`src/rtl/interrupt_request_register.sv`:
```
// interrupt_request_register: IR capture (edge/level) into IRR, IMR masking, ack clear.
// Define IRR_SYNC_EN to put a two-flop synchroniser on each ir line.
module interrupt_request_register #(
  parameter int NUM_IR = 8
) (
  input  logic              clk,
  input  logic              rst_n,
  input  logic [NUM_IR-1:0] ir,
  input  logic              ltim,
  input  logic              icw1_wr,
  input  logic              ocw1_wr,
  input  logic [NUM_IR-1:0] ocw1_data,
  input  logic              ack_clr,
  input  logic [NUM_IR-1:0] ack_vec,
  output logic [NUM_IR-1:0] irr_raw,
  output logic [NUM_IR-1:0] imr,
  output logic [NUM_IR-1:0] irr_masked,
  output logic              any_req
);
  logic [NUM_IR-1:0] s, s_d, arm, irr, ack, rise, irr_nx, arm_nx;
`ifdef IRR_SYNC_EN
  logic [NUM_IR-1:0] s1, s2;
  always_ff @(posedge clk or negedge rst_n)
    if (!rst_n) begin
      s1 <= '0;
      s2 <= '0;
    end else begin
      s1 <= ir;
      s2 <= s1;
    end
  assign s = s2;
`else
  assign s = ir;
`endif
  // arm re-sets whenever the line is seen low, so an acked edge line must drop before re-requesting
  always_comb begin
    ack    = ack_clr ? ack_vec : '0;
    rise   = ~ack & s & ~s_d & {NUM_IR{~ltim}};
    irr_nx = icw1_wr ? '0 : ~ack & s & (ltim ? '1 : irr | (~s_d & arm));
    arm_nx = icw1_wr ? '1 : (~ack & ~s) | (arm & ~rise);
  end
  always_ff @(posedge clk or negedge rst_n)
    if (!rst_n) begin
      s_d <= '0;
      arm <= '1;
      irr <= '0;
      imr <= '0;
    end else begin
      s_d <= s;
      arm <= arm_nx;
      irr <= irr_nx;
      imr <= icw1_wr ? '0 : ocw1_wr ? ocw1_data : imr;
    end
  assign irr_raw    = irr;
  assign irr_masked = irr & ~imr;
  assign any_req    = |irr_masked;
endmodule

```
`config.mk`:
```
export PLATFORM = sky130hd
export DESIGN_NAME = interrupt_request_register
export DESIGN_NICKNAME = d
export VERILOG_FILES = /design/src/rtl/interrupt_request_register.sv
export SDC_FILE = /design/constraint.sdc
export NUM_CORES = 1
export LEC_CHECK = 0
export CAP_MARGIN = 20
export CORE_MARGIN = 2
export CORE_UTILIZATION = 35
export DETAILED_ROUTE_END_ITERATION = 8
export DONT_BUFFER_PORTS = 1
export PLACE_DENSITY = 0.59
export SYNTH_ARGS = -nofsm -noshare
export SYNTH_HDL_FRONTEND = slang
export SYNTH_SLANG_ARGS = --single-unit
```
`constraint.sdc`:
```
create_clock -name clk -period 1.4 [get_ports clk]
set_input_delay 0.42 -clock clk [delete_from_list [all_inputs] [get_ports clk]]
set_output_delay 0.42 -clock clk [all_outputs]
set_load 0.1 [all_outputs]
```
### Yosys cells after proc, flatten, opt, wreduce, memory -nomap -nowiden

Cells that the tools add are included.

| word-level totals | value |
|---|---|
| output and inout port bits | 25 |
| register bits | 32 |
| word-level logic and storage cells | 28 |

| cells by class | value |
|---|---|
| bitwise logic cells | 16 |
| multiplexer cells | 6 |
| reduce and logical (&&, ||, !) cells | 2 |

Operator list:

| kind | number |
|---|---|
| AND 8 bit | 8 |
| 2-to-1 mux 8 bit | 6 |
| NOT 8 bit | 5 |
| bitwise OR 8 bit | 2 |
| OR reduction 8 bit | 1 |
| nonzero test 2 bit | 1 |
| NOT 1 bit | 1 |

### Longest topological paths before layout

| depth | value |
|---|---|
| word-level depth | 9 |
| mapped depth | 4 |
| gate-level depth less buffers | 3 |

### Worst setup path after synthesis

No wires, ideal clock.

| timing | value |
|---|---|
| kind | register -> output |
| from | reg irr[6], in the netlist irr_raw[6] |
| to | out any_req |
| slack | -2.322 ns |
| arrival | 3.302 ns |
| stages on the path, launching flop included | 4 |
| required time | 0.980 ns |
| cells stage by stage | dfrtp_1 -> nor2b_1 -> nor4_1 -> nand2_1 |

| on the way | value |
|---|---|
| word-level cells in the longest chain between the ends | 2 |

Ends and longest elaborated chain:

| element | line | RTL |
|---|---|---|
| start: declaration | 20 | `logic [NUM_IR-1:0] s, s_d, arm, irr, ack, rise, irr_nx, arm_nx;` |
| start signal: assignment | 51 | `irr <= irr_nx;` |
| AND 8 bit | 55 | `assign irr_masked = irr & ~imr;` |
| via irr_masked[6] | 17 | `output logic [NUM_IR-1:0] irr_masked,` |
| OR reduction 8 bit | 56 | `assign any_req = \|irr_masked;` |
| end: declaration | 18 | `output logic any_req` |

The timed path passes the listed nets, and every way through them passes these cells.

### Worst setup path after layout

| timing | value |
|---|---|
| from | reg irr[2], in the netlist irr_raw[2] |
| to | out any_req |

| on the way | value |
|---|---|
| word-level cells in the longest chain between the ends | 2 |

Ends and longest elaborated chain:

| element | line |
|---|---|
| AND 8 bit | 55 |
| OR reduction 8 bit | 56 |

No other way between the ends.

==> out/metrics.yaml <==
final_layout:
  final_cell_mix: "16 x a211o_1, 16 x inv_1, 13 x buf_12"
  fin_nets: 181
  fin_util_pct: 53.0
  antenna_cells: 0
  area_growth_pct: 46.8
  drive_above_1_share_pct: 50.0
  nFillCells: 343
  final_area_um2: 2120
die:
  chipHeight_um: 68.3
  fp.dieArea_um2: 4660
  ios: 55
  floorplan.initialDensity_pct: 36.1
  die_w_um: 68.3
  core-area_um2: 4000
  rows: 23
placement:
  placed_cell_area_um2: 1780
  place.detailed.hpwl_um: 2540
  place.gp.congestion: 0.667
  place.port_buffers: 0
worst_setup_path:
  critPathSlowestCell: "dfrtp_4"
  r2r-start: "irr_raw[6]"
  start_kind: "register"
  cp_cell_sequence: "nor2b_4 > nor4_4 > nand2_4"
  reg2reg_slack_ns: 0.08
  slowest_delay_ns: 0.49
  end_kind: "output port"
  critical_path_required_ns: 0.98
  crit_arrival_ns: 1.49
  cp_max_fo: 2
  crit_type: "register to output port"
  ff2ff_path_depth: 3
  crit_start: "irr_raw[2]"
  r2r_end: "irr_raw[6]"
power_and_ir_drop:
  switchingPower_mw: 0.800
  p_int_mw: 1.59
  power.leakage_nw: 0.902
  power_density_nw_per_um2: 1130
  p_comb_share_pct: 26.5
  p_clk_share_pct: 30.4
  peakVddDrop_mv: 0.637
  p_sw_share_pct: 33.5
  seqPwrFrac_pct: 43.1
sta:
  fin_crit_sh_pct: 136
  final-hold-violation-count: 0
  finalSetupViolCount: 11
  maxSlewViolCount: 0
  max_freq_mhz: 524
  setup_slack_ns: -0.508
  totalNegativeSetupSlack_ns: -1.80
  rsz0062_at_grt: "yes"
  tightest_slew_ns: 0.372
  finClkSkew_ns: 0.00685
  finalCriticalPeriod_ns: 1.91
  slew_headroom_pct: 75.2
min_path:
  min_to: "s_d[2]"
  whs_path_depth: 0
  min_from: "ir[2]"
  min_path_type: "input pin to register"
synth:
  avgSynthCellArea_um2: 11.8
  seq_area_frac_synth_pct: 56.1
  ys_types: 16
  synth_seq_cells: 32
  ys_warn_count: 0
  syn_nets: 152
  synth_area_um2: 1450
  syn-instance-count: 122
detailed_routing:
  vias: 1069
  drc: 0
  drt-wirelength-per-cell_um: 17.7
  viasPerCell: 5.29
  drtPass1Iterations: 4
  wl_um: 3580
  ant_nets: 0
  drt_iter0_markers: 22
global_routing:
  antenna_found_initial: 0
  use_met1_pct: 16.4
  grt_max_degree: 33
  grt_busiest_layer: "met2"
  met2_usage_pct: 27.8
  grt_pass1_wl_um: 5350
  overflow: 0
  use_met3_pct: 8.22
  grt_pass1_vias: 1137
  grt_use_total_pct: 16.2
flow_run:
  maxCapViolations: 0
cts:
  htree_levels: 2
  clockBufferDepth: 2
  insertion_delay_ns: 0.28
  cts_buffers: 5
  cts_root_buffer: "clkbuf_8"
  path_clk_slew_ns: 0.06
  tritoncts: "done"
  clock_sinks: 32
run_status:
  status: "finished with violations"
  failed_checks: "setup timing"
==> cells by family after synthesis <==
family | count (synthesis) | synth area share, %
compound gates | 40 | 23.9
buf+inv | 23 | 7.79
flops | 32 | 56.1
mux | 8 | 5.54
simple gates | 19 | 6.67
==> layer usage <==
layer  up-vias  wire, um
met5         -         0
met4         0        44
met3         4       380
met2        42      1820
met1       527      1330
li1        496         -
==> power groups by stage <==
stage	clock, mW	combinational [mW]	sequential [mW]
6_report	0.727	0.633	1.03
4_1_cts	0.763	0.610	1.02
3_5_place_dp	0	0.536	1.04
2_1_floorplan	0	0.293	1.23
3_3_place_gp	0	0.530	1.04
5_1_grt	0.797	0.659	1.03
==> synthesized netlist by cell type <==
cell type | instances | area, um2
a2111oi_1 | 3 | 30.0
a2111oi_2 | 5 | 75.1
a211o_1 | 16 | 140
a211oi_1 | 8 | 60.1
a21oi_1 | 8 | 40.0
buf_2 | 3 | 15.0
buf_6 | 3 | 33.8
clkbuf_1 | 1 | 3.75
dfrtp_1 | 24 | 601
dfstp_2 | 8 | 210
inv_1 | 16 | 60.1
mux2i_1 | 8 | 80.1
nand2_1 | 1 | 3.75
nor2_1 | 8 | 30.0
nor2b_1 | 8 | 50.1
nor4_1 | 2 | 12.5
==> worst max-delay path: cells and delay by family (launching register included) <==
kind / cells / cell delay (ns)
flip-flops: 1 / 0.49
AND/OR/NAND/NOR: 3 / 0.71
==> worst max path at each step <==
stage	endpoint	slack, ns	cells after the start
floorplan	any_req	-0.66	3
detailed placement	any_req	-0.19	3
global placement	any_req	-0.17	3
CTS	any_req	-0.52	3
finish	any_req	-0.51	3
global route	any_req	-0.55	3
==> registers in the layout (all words and copies together) (netlist names) <==
name / cells
s_d: 8
arm: 8
imr: 8
irr_raw: 8
==> through the flow <==
step                hold WS [ns]  setup slack (ns)  power (mW)  cells
floorplan                  0.124            -0.658        1.52    122
finish                     0.166            -0.508        2.39    202
global route               0.144            -0.553        2.49    202
global placement           0.125            -0.169        1.57    190
CTS                        0.152            -0.516        2.40    200
detailed placement         0.125            -0.195        1.57    190
==> timing repair <==
item,4_1_cts,5_1_grt
hold buffers,2,0
endpoints found under the setup margin,23,20
gates resized for setup,33,17
endpoints found under the hold margin,32,0
setup buffers,0,2
pin swaps,0,1
==> layout make-up <==
type                    instances  area (um2)  area share (%)
inverters                      16        60.1            2.83
multi-input cells              67         619            29.2
clock buffers                   6        82.6            3.89
repair buffers                 29         435            20.5
well taps                      50        62.6            2.95
clock inverters                 2        10.0           0.472
flip-flops and latches         32         851            40.1
(Power assumes the default switching activity.)
